===== config.mk =====
export PLATFORM = sky130hd
export DESIGN_NAME = bitlet_sched_16
export DESIGN_NICKNAME = d
export VERILOG_FILES = /design/src/rtl/bitlet_pkg.sv /design/src/rtl/bitlet_penc_16.sv /design/src/rtl/bitlet_sched_16.sv
export SDC_FILE = /design/constraint.sdc
export NUM_CORES = 1
export LEC_CHECK = 0
export ABC_AREA = 1
export CORE_UTILIZATION = 53
export CTS_CLUSTER_DIAMETER = 150
export DETAILED_ROUTE_END_ITERATION = 8
export PLACE_DENSITY = 0.9
export SYNTH_ARGS = -nofsm -noshare
export SYNTH_HDL_FRONTEND = slang
export SYNTH_SLANG_ARGS = --single-unit

===== constraint.sdc =====
create_clock -name clk -period 4.1 [get_ports clk]
set_input_delay 0.615 -clock clk [delete_from_list [all_inputs] [get_ports clk]]
set_output_delay 0.615 -clock clk [all_outputs]
set_load 0.05 [all_outputs]

===== src/rtl/bitlet_pkg.sv =====
// Shared types and default geometry for the bitlet scheduler.
package bitlet_pkg;

    localparam int unsigned DEFAULT_DATA_WIDTH = 8;
    localparam int unsigned DEFAULT_VEC_LENGTH = 16;

    typedef enum logic [1:0] {
        IDLE  = 2'd0,
        RUN   = 2'd1,
        DRAIN = 2'd2,
        DONE  = 2'd3
    } sched_state_t;

endpackage


===== src/rtl/bitlet_penc_16.sv =====
// Lowest-set-bit priority encoder: returns the index of the least significant
// set bit (0 when the input is all-zero) plus an any-set flag.
module bitlet_penc_16 #(
    parameter int unsigned WIDTH     = 16,
    parameter int unsigned IDX_WIDTH = $clog2(WIDTH)
) (
    input  logic [WIDTH-1:0]     vec,
    output logic [IDX_WIDTH-1:0] idx,
    output logic                 any_set
);

    logic found;

    always_comb begin
        idx   = '0;
        found = 1'b0;
        for (int unsigned i = 0; i < WIDTH; i++) begin
            if (vec[i] && !found) begin
                idx   = IDX_WIDTH'(i);
                found = 1'b1;
            end
        end
    end

    assign any_set = |vec;

endmodule


===== src/rtl/bitlet_sched_16.sv =====
// Bit-serial weight scheduler: walks each weight bit plane lowest-set-bit first
// and drives the activation mux. Optional cycle_cnt output: BITLET_SCHED_CYCLE_CNT_EN.
module bitlet_sched_16
    import bitlet_pkg::*;
#(
    parameter int unsigned DATA_WIDTH    = DEFAULT_DATA_WIDTH,
    parameter int unsigned VEC_LENGTH    = DEFAULT_VEC_LENGTH,
    parameter int unsigned MUX_SEL_WIDTH = $clog2(VEC_LENGTH)
) (
    input  logic                                clk,
    input  logic                                reset,
    input  logic [VEC_LENGTH*DATA_WIDTH-1:0]    w_in,
    input  logic                                w_valid,
    output logic                                w_ready,
    input  logic                                w_load,
    output logic [DATA_WIDTH*MUX_SEL_WIDTH-1:0] act_sel,
    output logic [DATA_WIDTH-1:0]               act_val,
    output logic                                mac_en,
    output logic                                mac_load_accum,
    output logic                                busy,
    output logic                                done
`ifdef BITLET_SCHED_CYCLE_CNT_EN
    ,
    output logic [$clog2(VEC_LENGTH):0]         cycle_cnt
`endif
);

    sched_state_t state;

    logic [VEC_LENGTH-1:0]    mask     [DATA_WIDTH];
    logic [VEC_LENGTH-1:0]    mask_nxt [DATA_WIDTH];
    logic [MUX_SEL_WIDTH-1:0] penc_idx [DATA_WIDTH];
    logic [DATA_WIDTH-1:0]    penc_any;
    logic                     masks_left;

    for (genvar j = 0; j < DATA_WIDTH; j++) begin : g_plane
        bitlet_penc_16 #(
            .WIDTH     (VEC_LENGTH),
            .IDX_WIDTH (MUX_SEL_WIDTH)
        ) u_penc (
            .vec     (mask[j]),
            .idx     (penc_idx[j]),
            .any_set (penc_any[j])
        );
    end

    // x & (x - 1) drops the lowest set bit, the same one the encoder selects.
    always_comb begin
        masks_left = 1'b0;
        for (int unsigned j = 0; j < DATA_WIDTH; j++) begin
            mask_nxt[j] = mask[j] & (mask[j] - VEC_LENGTH'(1));
            masks_left  = masks_left | (|mask_nxt[j]);
        end
    end

    // Selects decode straight from registered masks and state only.
    always_comb begin
        act_sel = '0;
        act_val = '0;
        for (int unsigned j = 0; j < DATA_WIDTH; j++) begin
            if (state == RUN && penc_any[j]) begin
                act_val[j]                              = 1'b1;
                act_sel[j*MUX_SEL_WIDTH +: MUX_SEL_WIDTH] = penc_idx[j];
            end
        end
    end

    always_ff @(posedge clk) begin
        if (reset) begin
            state          <= IDLE;
            w_ready        <= 1'b1;
            mac_en         <= 1'b0;
            mac_load_accum <= 1'b0;
            busy           <= 1'b0;
            done           <= 1'b0;
            for (int unsigned j = 0; j < DATA_WIDTH; j++) begin
                mask[j] <= '0;
            end
        end else begin
            case (state)
                IDLE: begin
                    if (w_valid) begin
                        // Transpose: plane j collects bit j of every weight.
                        for (int unsigned j = 0; j < DATA_WIDTH; j++) begin
                            for (int unsigned i = 0; i < VEC_LENGTH; i++) begin
                                mask[j][i] <= w_in[i*DATA_WIDTH + j];
                            end
                        end
                        mac_load_accum <= w_load;
                        w_ready        <= 1'b0;
                        busy           <= 1'b1;
                        mac_en         <= 1'b1;
                        state          <= RUN;
                    end
                end
                RUN: begin
                    mac_load_accum <= 1'b0;
                    for (int unsigned j = 0; j < DATA_WIDTH; j++) begin
                        mask[j] <= mask_nxt[j];
                    end
                    if (!masks_left) begin
                        state <= DRAIN;
                    end
                end
                DRAIN: begin
                    mac_en <= 1'b0;
                    done   <= 1'b1;
                    state  <= DONE;
                end
                DONE: begin
                    done    <= 1'b0;
                    busy    <= 1'b0;
                    w_ready <= 1'b1;
                    state   <= IDLE;
                end
                default: state <= IDLE;
            endcase
        end
    end

`ifdef BITLET_SCHED_CYCLE_CNT_EN
    localparam int unsigned CNT_W = $clog2(VEC_LENGTH) + 1;

    logic [CNT_W-1:0] run_cnt;

    // run_cnt counts RUN cycles; it is published as cycle_cnt on entry to DONE.
    always_ff @(posedge clk) begin
        if (reset) begin
            run_cnt   <= '0;
            cycle_cnt <= '0;
        end else begin
            if (state == IDLE && w_valid) begin
                run_cnt <= '0;
            end else if (state == RUN) begin
                run_cnt <= run_cnt + CNT_W'(1);
            end
            if (state == DRAIN) begin
                cycle_cnt <= run_cnt;
            end
        end
    end
`endif

endmodule


### Word level (Yosys, flattened, before mapping)

Memories as Yosys holds them, arrays and structs flattened.
Index checks and enable logic that the tools add are counted.
Widths: inputs -> output; s select.

* input port bits: 132
* output and inout port bits: 45
* RAM bits: 128
* bits in latches: 0
* memories: 1
* register bits after elaboration: 7
* memory bits (read-only): 0
* logic and storage cells: 1096

Memories
* mask: depth 8, width 16, read ports 8, clocked after memory_dff 0, wr ports 8, line bitlet_sched_16.sv:30 `logic [VEC_LENGTH-1:0] mask [DATA_WIDTH];`

* reductions and logical operators: 273
* mux-type cells: 532
* shift-type cells: 0
* bitwise logic cells: 271
* $add $sub $neg: 8
* div/mod/pow operators: 0
* multiply operators: 0
* equal/unequal tests: 5
* $lt $le $gt $ge: 0

Operator list (number)
* $mux 1: 404
* $mux 4: 72
* $or 1x1->1: 263
* $reduce_or 16->1: 16
* $and 16x16->16: 8
* $logic_and 1x1->1: 128
* $sub 16x1->16 const B: 8
* $logic_not 1->1: 120
* $mux 3: 32
* $mux 2: 18
* $pmux 1 s2: 5
* $pmux 2 s4: 1
* $reduce_and 2->1: 4
* $reduce_bool 2->1: 4
* $eq 2x2->1 const B: 2
* $ne 2x2->1 const B: 2
* $eq 2x1->1 const B: 1
* $logic_not 2->1: 1

### Logic depth before layout (Yosys ltp)

Gate-level depths: netlist (run 1).
An unclocked memory read counts as a cell.

* depth in word-level cells: 48
* mapped depth: 16
* gate-level depth less buffers: 16

### Hierarchy

From an unflattened synthesis (run 1), not the netlist that was laid out.

* cell total of the unflattened synthesis: 1517
* area total of the unflattened synthesis: 10286.1 µm²

By module, submodules not included
* bitlet_sched_16: sequential area each 3983.8 µm², instances 1, cells each 1109, area an instance 8224.1 µm²
* bitlet_penc_16: sequential area each 0.0 µm², instances 8, cells each 51, area an instance 257.7 µm²

### Worst setup path after synthesis (run 1)

Ideal clock, no wire load.

* path type: reg-to-output
* start: register state[1]
* end: output port act_sel[29]
* buffers on the path: 1
* cell stages (with the launch flop): 8
* slack: 0.705 ns
* arrival time: 2.780 ns
* required time: 3.485 ns
* cells stage by stage: dfxtp_1 -> inv_1 -> ha_1 -> inv_1 -> clkbuf_1 -> a21oi_1 -> inv_1 -> a31oi_1

* longest elaborated chain between the ends: 3

Ends and longest elaborated chain
* start: declaration: line bitlet_sched_16.sv:28 `sched_state_t state;`
* start signal: assignment: line bitlet_sched_16.sv:70 `state <= IDLE;`
* start signal: assignment: line bitlet_sched_16.sv:93 `state <= RUN;`
* start signal: assignment: line bitlet_sched_16.sv:102 `state <= DRAIN;`
* $eq 2x1->1: line bitlet_sched_16.sv:61 `if (state == RUN && penc_any[j]) begin`
* $logic_and 1x1->1: line bitlet_sched_16.sv:61
* $mux 4: line bitlet_sched_16.sv:61
* end: declaration: line bitlet_sched_16.sv:16 `output logic [DATA_WIDTH*MUX_SEL_WIDTH-1:0] act_sel,`

No other way between the ends.

==> results of run 1 <==
## worst max-delay path by stage
stage | end | from | slack, ns | depth (start not counted)
global route | act_sel[29] | mask[1][51]$_DFFE_PP_ | 0.21 | 8
detailed placement | act_sel[29] | mask[1][51]$_DFFE_PP_ | 0.90 | 8
CTS | act_sel[29] | mask[1][51]$_DFFE_PP_ | 0.44 | 8
floorplan | act_sel[29] | state[1]$_SDFFE_PP0P_ | 0.70 | 7
finish | act_sel[29] | mask[1][51]$_DFFE_PP_ | 0.41 | 8
global placement | act_sel[31] | mask[1][51]$_DFFE_PP_ | 0.98 | 8
## stage by stage
stage               instance area [sq um]  worst slack (ns)  utilization, %
finish                              12100             0.409            69.7
global route                        12100             0.214            69.7
CTS                                 12100             0.443            69.7
detailed placement                  11400             0.904            65.8
global placement                    11400             0.981            65.8
floorplan                            9360             0.705               -
## metal layers
layer | global-route usage, % | vias up | routed length [um]
met3 | 4.35 | 57 | 2230
met2 | 52.9 | 503 | 13600
met4 | 13.4 | 0 | 902
met1 | 42.8 | 4485 | 11800
li1 | - | 4722 | -
met5 | 0 | - | 0
## Yosys cell counts, drive strengths merged (7+ instances only)
cell type	n
dfxtp	7
a21oi	40
clkbuf	31
nand2	327
nor2	222
edfxtp	128
o21ai	145
o311ai	9
nand4	9
nand3	155
a31oi	15
o211ai	8
inv	134
buf	7
nor3	7
## placed cells by master, fill, tap and decap left out, types with 15 or more instances in the layout
| cell | instances |
|---|---|
| sky130_fd_sc_hd__nand2_1 | 305 |
| sky130_fd_sc_hd__nand3_1 | 148 |
| sky130_fd_sc_hd__a31oi_1 | 15 |
| sky130_fd_sc_hd__nor2_2 | 15 |
| sky130_fd_sc_hd__nor2_4 | 19 |
| sky130_fd_sc_hd__nand2_2 | 17 |
| sky130_fd_sc_hd__nor2_1 | 187 |
| sky130_fd_sc_hd__clkbuf_16 | 17 |
| sky130_fd_sc_hd__o21ai_0 | 137 |
| sky130_fd_sc_hd__a21oi_1 | 39 |
| sky130_fd_sc_hd__edfxtp_1 | 128 |
| sky130_fd_sc_hd__clkdlybuf4s50_1 | 176 |
| sky130_fd_sc_hd__inv_1 | 132 |
## state kept, by name, summed over array words and instances (netlist names)
name / flops
busy: 1
state: 2
done: 1
mac_en: 1
mac_load_accum: 1
mask: 128
w_ready: 1
## worst max-delay path, delay by kind of cell, from the launching register on
kind,cells,cell delay [ns]
simple gates,4,0.61
flops,1,0.44
buf+inv,2,0.97
compound gates,2,0.64
## kinds of logic (layout without fill, tap and decap cells)
family                     count (synthesis)  count (layout)  share of synthesized area [%]
DFF                                      135             135                           42.6
AOI/OAI and AO/OA                        245             245                           14.9
and+or+nand+nor                          726             726                           35.0
buffers and inverters                    174             354                           6.99
adders and majority gates                  4               4                          0.535
## power breakdown
| part | internal, W | switching, W | total (W) |
|---|---|---|---|
| Clock | 0.00120 | 0.000617 | 0.00181 |
| Combinational | 0.00125 | 0.00287 | 0.00413 |
| Sequential | 0.00217 | 0.000503 | 0.00267 |
## layout make-up
class	count	area (sq um)
Timing Repair Buffer	186	1860
Tap cell	225	282
Multi-Input combinational cell	975	4740
Inverter	136	513
Clock inverter	14	254
Fill cell	1429	5240
Clock buffer	18	429
Sequential cell	135	3980
==> impl_results.rst, run 1 <==
.. list-table::
   :header-rows: 1

   * - Metric
     - Value
   * - Count of final hold-check violations
     - 0
   * - Synthesized flop and latch total
     - around 140
   * - Sinks on Clock Net
     - 135
   * - Initial DRC Count
     - 1012
   * - Number of hold-repair buffers added at the cts stage
     - 0
   * - Overall power after layout
     - around 0.0086 W
   * - # rows
     - 48
   * - Hold endpoint
     - busy$_SDFFE_PP0P_
   * - HPWL after detailed placement
     - 21300 um
   * - # IOs
     - 177
   * - Avg Vias per Cell
     - 5.78
   * - Core Region
     - between 15000 and 20000 sq um
   * - Crit path launch type
     - flop
   * - Count of yosys warnings during synthesis
     - 0
   * - Number of antenna violations at the first check in global routing
     - 0
   * - Total overflow reported by the global router
     - 0
   * - Async set or reset register ratio after synthesis
     - 0%
   * - CTS max path bufs
     - 2
   * - Final setup violation count
     - 0
   * - Dominant register cell in the synthesized netlist
     - sky130_fd_sc_hd__edfxtp_1
   * - Worst-case clock skew
     - 0.00659 ns
   * - Layout-stage area growth over the synthesis result
     - 28.9%
   * - Number of search-and-repair iterations in the first detailed-routing pass
     - 6
   * - Total number of vias
     - 9767
   * - Mean post-synth cell area
     - 7.29 sq um
   * - CTS-repair resized insts
     - 0
   * - Number of maximum-capacitance constraint violations
     - 0
   * - Sequential share of the synthesized area
     - 42.6%
   * - Cell type of the slowest stage on the worst timing path
     - sky130_fd_sc_hd__clkdlybuf4s50_1
   * - Initial Util
     - 54.1%
   * - Post-CTS clock slew at the launch and capture registers of the worst setup and hold paths
     - ~0.060 ns
   * - Max Clk Rate
     - 271 MHz
   * - Total global-route track usage
     - 32.2%
   * - Crit-path max cell delay
     - 0.84 ns
   * - Total clock buffers created by CTS
     - 17
   * - Placed cell count
     - 1657
   * - Die area
     - 18200 sq um
   * - Library cell occupying the most area in the post-synthesis netlist
     - sky130_fd_sc_hd__edfxtp_1
   * - Run status
     - completed
   * - Root Buffer
     - sky130_fd_sc_hd__clkbuf_16
   * - Aggregate routed wire length
     - roughly 28000 um
   * - Largest fanout of any net on the critical path
     - 5
   * - Reg-to-reg startpoint
     - state[1]$_SDFFE_PP0P_
   * - # port buffers
     - approximately 180
   * - Synthesized netlist net count
     - 1420
   * - Worst R2R Path Depth
     - 9
   * - Nature of the critical path endpoint
     - primary output
   * - Vertical die dimension
     - 135 um
   * - Gp weighted congestion
     - around 0.96
   * - Number of diodes
     - 0
   * - Power per standard cell area
     - 714 nW/um^2
   * - Global-route wire length before repair
     - 44900 um
   * - Top cells by area in the synthesized netlist
     - sky130_fd_sc_hd__edfxtp_1 (41%), sky130_fd_sc_hd__nand2_1 (12%), sky130_fd_sc_hd__nand3_1 (8.0%)
   * - Final std cells w/o fill
     - 1689
   * - Required time worst endpoint
     - approximately 3.5 ns
   * - Beginning of the worst hold path
     - busy$_SDFFE_PP0P_
   * - Final antenna-violating net count
     - 0
   * - Endpoint of the most critical register-to-register path
     - mask[1][12]$_DFFE_PP_
   * - Worst min-delay path class
     - reg2reg
   * - Clock latency reported for the late side of the worst-skew pair
     - around 0.43 ns
   * - Worst reg2reg setup slack
     - 1.30 ns
   * - Final setup TNS
     - 0 ns
   * - Die Wd
     - 135 um
   * - Cell area after technology mapping
     - 9360 sq um
   * - Cell variety after synth
     - 43
   * - Post-CTS Repair Setup Buffers
     - 0
   * - Share of the clock period used by the worst path
     - 90.0%
   * - Largest net degree at the start of global routing
     - approximately 120
   * - Max H-tree Level
     - 4
   * - Leakage dissipation
     - 4.99 nW
   * - Via count of the first global-routing pass
     - 8978
   * - CTS tree
     - built
   * - Signal arrival time at the worst endpoint
     - 3.08 ns
   * - Worst slew pin tran
     - 0.670 ns
   * - Worst hold stages
     - 2
   * - Number of enable flip-flop cells after synthesis
     - 128
   * - Pins Over Slew Limit
     - 0
   * - Worst slew margin relative to its limit
     - 54.9%
   * - Setup repair after global routing missed its margin
     - no
   * - Type of the worst setup path
     - reg2out
   * - Layout cell share with drive strength beyond 1
     - 7.45%
   * - Cells traversed along the worst timing path
     - nor2_1, nand2_2, nor2_4, nand3_2, a2111oi_0, inv_1, a31oi_1, clkdlybuf4s50_1
   * - # DRC
     - 0
   * - Minimum period implied by the final worst setup slack
     - 3.69 ns
   * - Worst hold slack
     - 0.466 ns
   * - Worst ir drop on vdd
     - 380 uV
   * - WL per Instance
     - ~17 um
   * - Total number of nets in the final design
     - 1587
   * - Cells after Synth
     - 1284
   * - Fraction of post-synthesis cell area in the top cell type by area
     - 41.1%
No activity file was read; power rests on OpenSTA's default activity.
==> run 2, diff against run 1 <==
CELL_PAD_IN_SITES_DETAIL_PLACEMENT = 0   (was not set)
CELL_PAD_IN_SITES_GLOBAL_PLACEMENT = 1   (was not set)
CORE_UTILIZATION = 38   (was 53)
==> run 2 against run 1 <==
Compared with the run above:
- sequential share of layout area decreased by 0.11 points
- largest cell class unchanged
- clock skew up 0.0027 ns
- via count decreased by 3.9%
- clock power shrank 18%
- core utilization decreased by 20 points
- global-route usage shrank 8.6 points
- setup slack better by 0.14 ns
- first-iteration DRC count is 38% lower
- die area rose by 39%
==> impl_results.rst, run 2 (synthesized netlist as in run 1, its figures left out) <==
.. list-table::
   :header-rows: 1

   * - Metric
     - Value
   * - Run status
     - completed
   * - Leakage dissipation
     - 4.97 nW (-0.47%)
   * - # IOs
     - 177 (unchanged)
   * - Power per standard cell area
     - 686 nW/um^2 (-4.0%)
   * - Register with the most flip-flops
     - mask
   * - # DRC
     - 0 (unchanged)
   * - # rows
     - 57 (+19%)
   * - Root Buffer
     - sky130_fd_sc_hd__clkbuf_16
   * - HPWL after detailed placement
     - 22800 um (+7.1%)
   * - CTS tree
     - built
   * - Global-route wire length before repair
     - 46700 um (+3.9%)
   * - Pins Over Slew Limit
     - 0 (unchanged)
   * - Number of antenna violations at the first check in global routing
     - 0 (unchanged)
   * - Crit-path max cell delay
     - 0.79 ns (-0.05 ns)
   * - Overall power after layout
     - 0.00830 W (-3.7%)
   * - Worst ir drop on vdd
     - 317 uV (-17%)
   * - # port buffers
     - 176 (unchanged)
   * - Cell-internal power
     - 0.00433 W (-6.3%)
   * - Die area
     - 25300 sq um (+39%)
   * - Clock latency reported for the late side of the worst-skew pair
     - 0.43 ns (about the same)
   * - Comb power frac
     - 50.0% (+2.1 points)
   * - Type of the worst setup path
     - reg2out
   * - Final antenna-violating net count
     - 0 (unchanged)
   * - Worst-case clock skew
     - 0.00929 ns (+0.00269 ns)
   * - Initial DRC Count
     - 625 (-38%)
   * - Total overflow reported by the global router
     - 0 (unchanged)
   * - Switch share
     - 47.8% (+1.5 points)
   * - Largest fanout of any net on the critical path
     - 5 (unchanged)
   * - Total clock buffers created by CTS
     - 17 (unchanged)
   * - Max Clk Rate
     - 282 MHz (+4.0%)
   * - CP most frequent cell
     - sky130_fd_sc_hd__nor2_4
   * - Post-CTS clock slew at the launch and capture registers of the worst setup and hold paths
     - 0.06 ns (about the same)
   * - Cell type of the slowest stage on the worst timing path
     - sky130_fd_sc_hd__clkdlybuf4s50_1
   * - Most common library cell in the layout ignoring fill and taps
     - sky130_fd_sc_hd__nand2_1
   * - Filler Cells Inserted
     - 2447 (+71%)
   * - Layout-stage area growth over the synthesis result
     - 29.3%
   * - Final setup violation count
     - 0 (unchanged)
   * - Top library cells by usage in the layout, fill and taps aside
     - sky130_fd_sc_hd__nand2_1 (305), sky130_fd_sc_hd__nor2_1 (187), sky130_fd_sc_hd__clkdlybuf4s50_1 (172)
   * - Total number of vias
     - 9384 (-3.9%)
   * - Crit path launch type
     - flop
   * - Net switching power
     - 0.00397 W (-0.65%)
   * - WL per Instance
     - 16.5 um (-2.5%)
   * - Number of search-and-repair iterations in the first detailed-routing pass
     - 5 (-1)
   * - Total global-route track usage
     - 23.6% (-8.6 points)
   * - Portion of total power attributed to sequential cells
     - 32.1% (+1.1 points)
   * - Nature of the critical path endpoint
     - primary output
   * - Worst reg2reg setup slack
     - 1.38 ns (+0.08 ns)
   * - Core Region
     - 24200 sq um (+40%)
   * - Sinks on Clock Net
     - 135 (unchanged)
   * - Max H-tree Level
     - 4 (unchanged)
   * - Count of final hold-check violations
     - 0 (unchanged)
   * - Largest net degree at the start of global routing
     - 68 (-43%)
   * - Worst min-delay path class
     - reg2reg
   * - Setup repair after global routing missed its margin
     - no
   * - CTS max path bufs
     - 2 (unchanged)
   * - Initial Util
     - 38.6% (-16 points)
   * - Gp weighted congestion
     - 0.950 (-1.1%)
   * - Minimum period implied by the final worst setup slack
     - 3.55 ns (-0.142 ns)
   * - Share of the clock period used by the worst path
     - 86.6% (-3.5 points)
   * - Number of maximum-capacitance constraint violations
     - 0 (unchanged)
   * - Final setup TNS
     - 0 ns (unchanged)
   * - Post-CTS Repair Setup Buffers
     - 0 (unchanged)
   * - Number of diodes
     - 0 (unchanged)
   * - Avg Vias per Cell
     - 5.24 (-9.3%)
   * - Cells traversed along the worst timing path
     - nor2_4, nand2_2, nor2_4, nand3_2, a2111oi_0, o41ai_1, inv_1, clkdlybuf4s50_1
   * - Largest register FFs
     - 128 (unchanged)
   * - Aggregate routed wire length
     - 29500 um (+3.4%)
   * - Layout cell share with drive strength beyond 1
     - 7.84% (+0.40 points)
   * - Worst slew pin tran
     - 0.901 ns (+0.231 ns)
   * - Number of hold-repair buffers added at the cts stage
     - 0 (unchanged)
   * - Required time worst endpoint
     - 3.48 ns (about the same)
   * - Relative contribution of the clock network to total power
     - 17.9% (-3.2 points)
   * - Signal arrival time at the worst endpoint
     - 2.93 ns (-0.15 ns)
   * - Die Wd
     - 159 um (+18%)
   * - Worst slew margin relative to its limit
     - 39.8% (-15 points)
   * - Vertical die dimension
     - 159 um (+18%)
   * - Via count of the first global-routing pass
     - 8990 (+0.13%)
   * - Largest registers
     - mask x128, state x2
   * - Total number of nets in the final design
     - 1590 (+0.19%)
   * - CTS-repair resized insts
     - 0 (unchanged)
run 2: metrics by stage:
stage	instances	util, %	setup WS, ns	instance area [sq um]	hold WS (ns)
after CTS	1790	49.9	0.531	12100	0.477
after global routing	1790	49.9	0.364	12100	0.515
after detailed placement	1759	47.6	1.01	11500	0.461
after floorplan	1284	-	0.705	9360	0.493
after global placement	1759	47.6	1.03	11500	0.455
final	1790	49.9	0.551	12100	0.470
run 2: per-layer routing:
layer  vias to the layer above  share of wire, %  track usage (%)
met1                      4302                46             31.9
met2                       336                46             38.6
met3                        38               5.9             3.76
met4                         0               1.9             7.21
met5                         -                 0                0
li1                       4708                 -                -
run 2: layout make-up:
class                   instances  area [sq um]  share of cell area [%]
well taps                     324           405                    3.35
clock buffers                  17           425                    3.52
flip-flops and latches        135          3980                    32.9
clock inverters                14           135                    1.12
inverters                     136           513                    4.24
repair buffers                189          1900                    15.7
multi-input cells             975          4740                    39.1
run 2: power groups by stage:
stage / clock network (W) / registers [W] / logic [W]
3_3_place_gp: 0 / 0.00266 / 0.00411
4_1_cts: 0.00150 / 0.00265 / 0.00415
5_1_grt: 0.00156 / 0.00274 / 0.00459
2_1_floorplan: 0 / 0.00260 / 0.00283
3_5_place_dp: 0 / 0.00266 / 0.00413
6_report: 0.00148 / 0.00266 / 0.00415
run 2: final timing paths:
path                                   from                     to  depth (start not counted)
setup reg to reg      state[1]$_SDFFE_PP0P_  mask[1][31]$_DFFE_PP_                         10
hold / removal            busy$_SDFFE_PP0P_      busy$_SDFFE_PP0P_                          2
setup / recovery  mask[1][48]$_SDFFCE_PN0P_            act_sel[30]                          8
hold reg to reg           busy$_SDFFE_PP0P_      busy$_SDFFE_PP0P_                          2
run 2: critical path: cells and delay by family, from the launching register on:
| kind | cells | cell delay [ns] |
|---|---|---|
| simple gates | 4 | 0.53 |
| compound gates | 2 | 0.62 |
| buf+inv | 2 | 0.87 |
| flops | 1 | 0.46 |
==> run 3, diff against run 2 <==
HOLD_SLACK_MARGIN = 0.02   (was not set)
==> results of run 3 <==
Same layout as run 2: the final DEF is identical, and so are final timing and power.
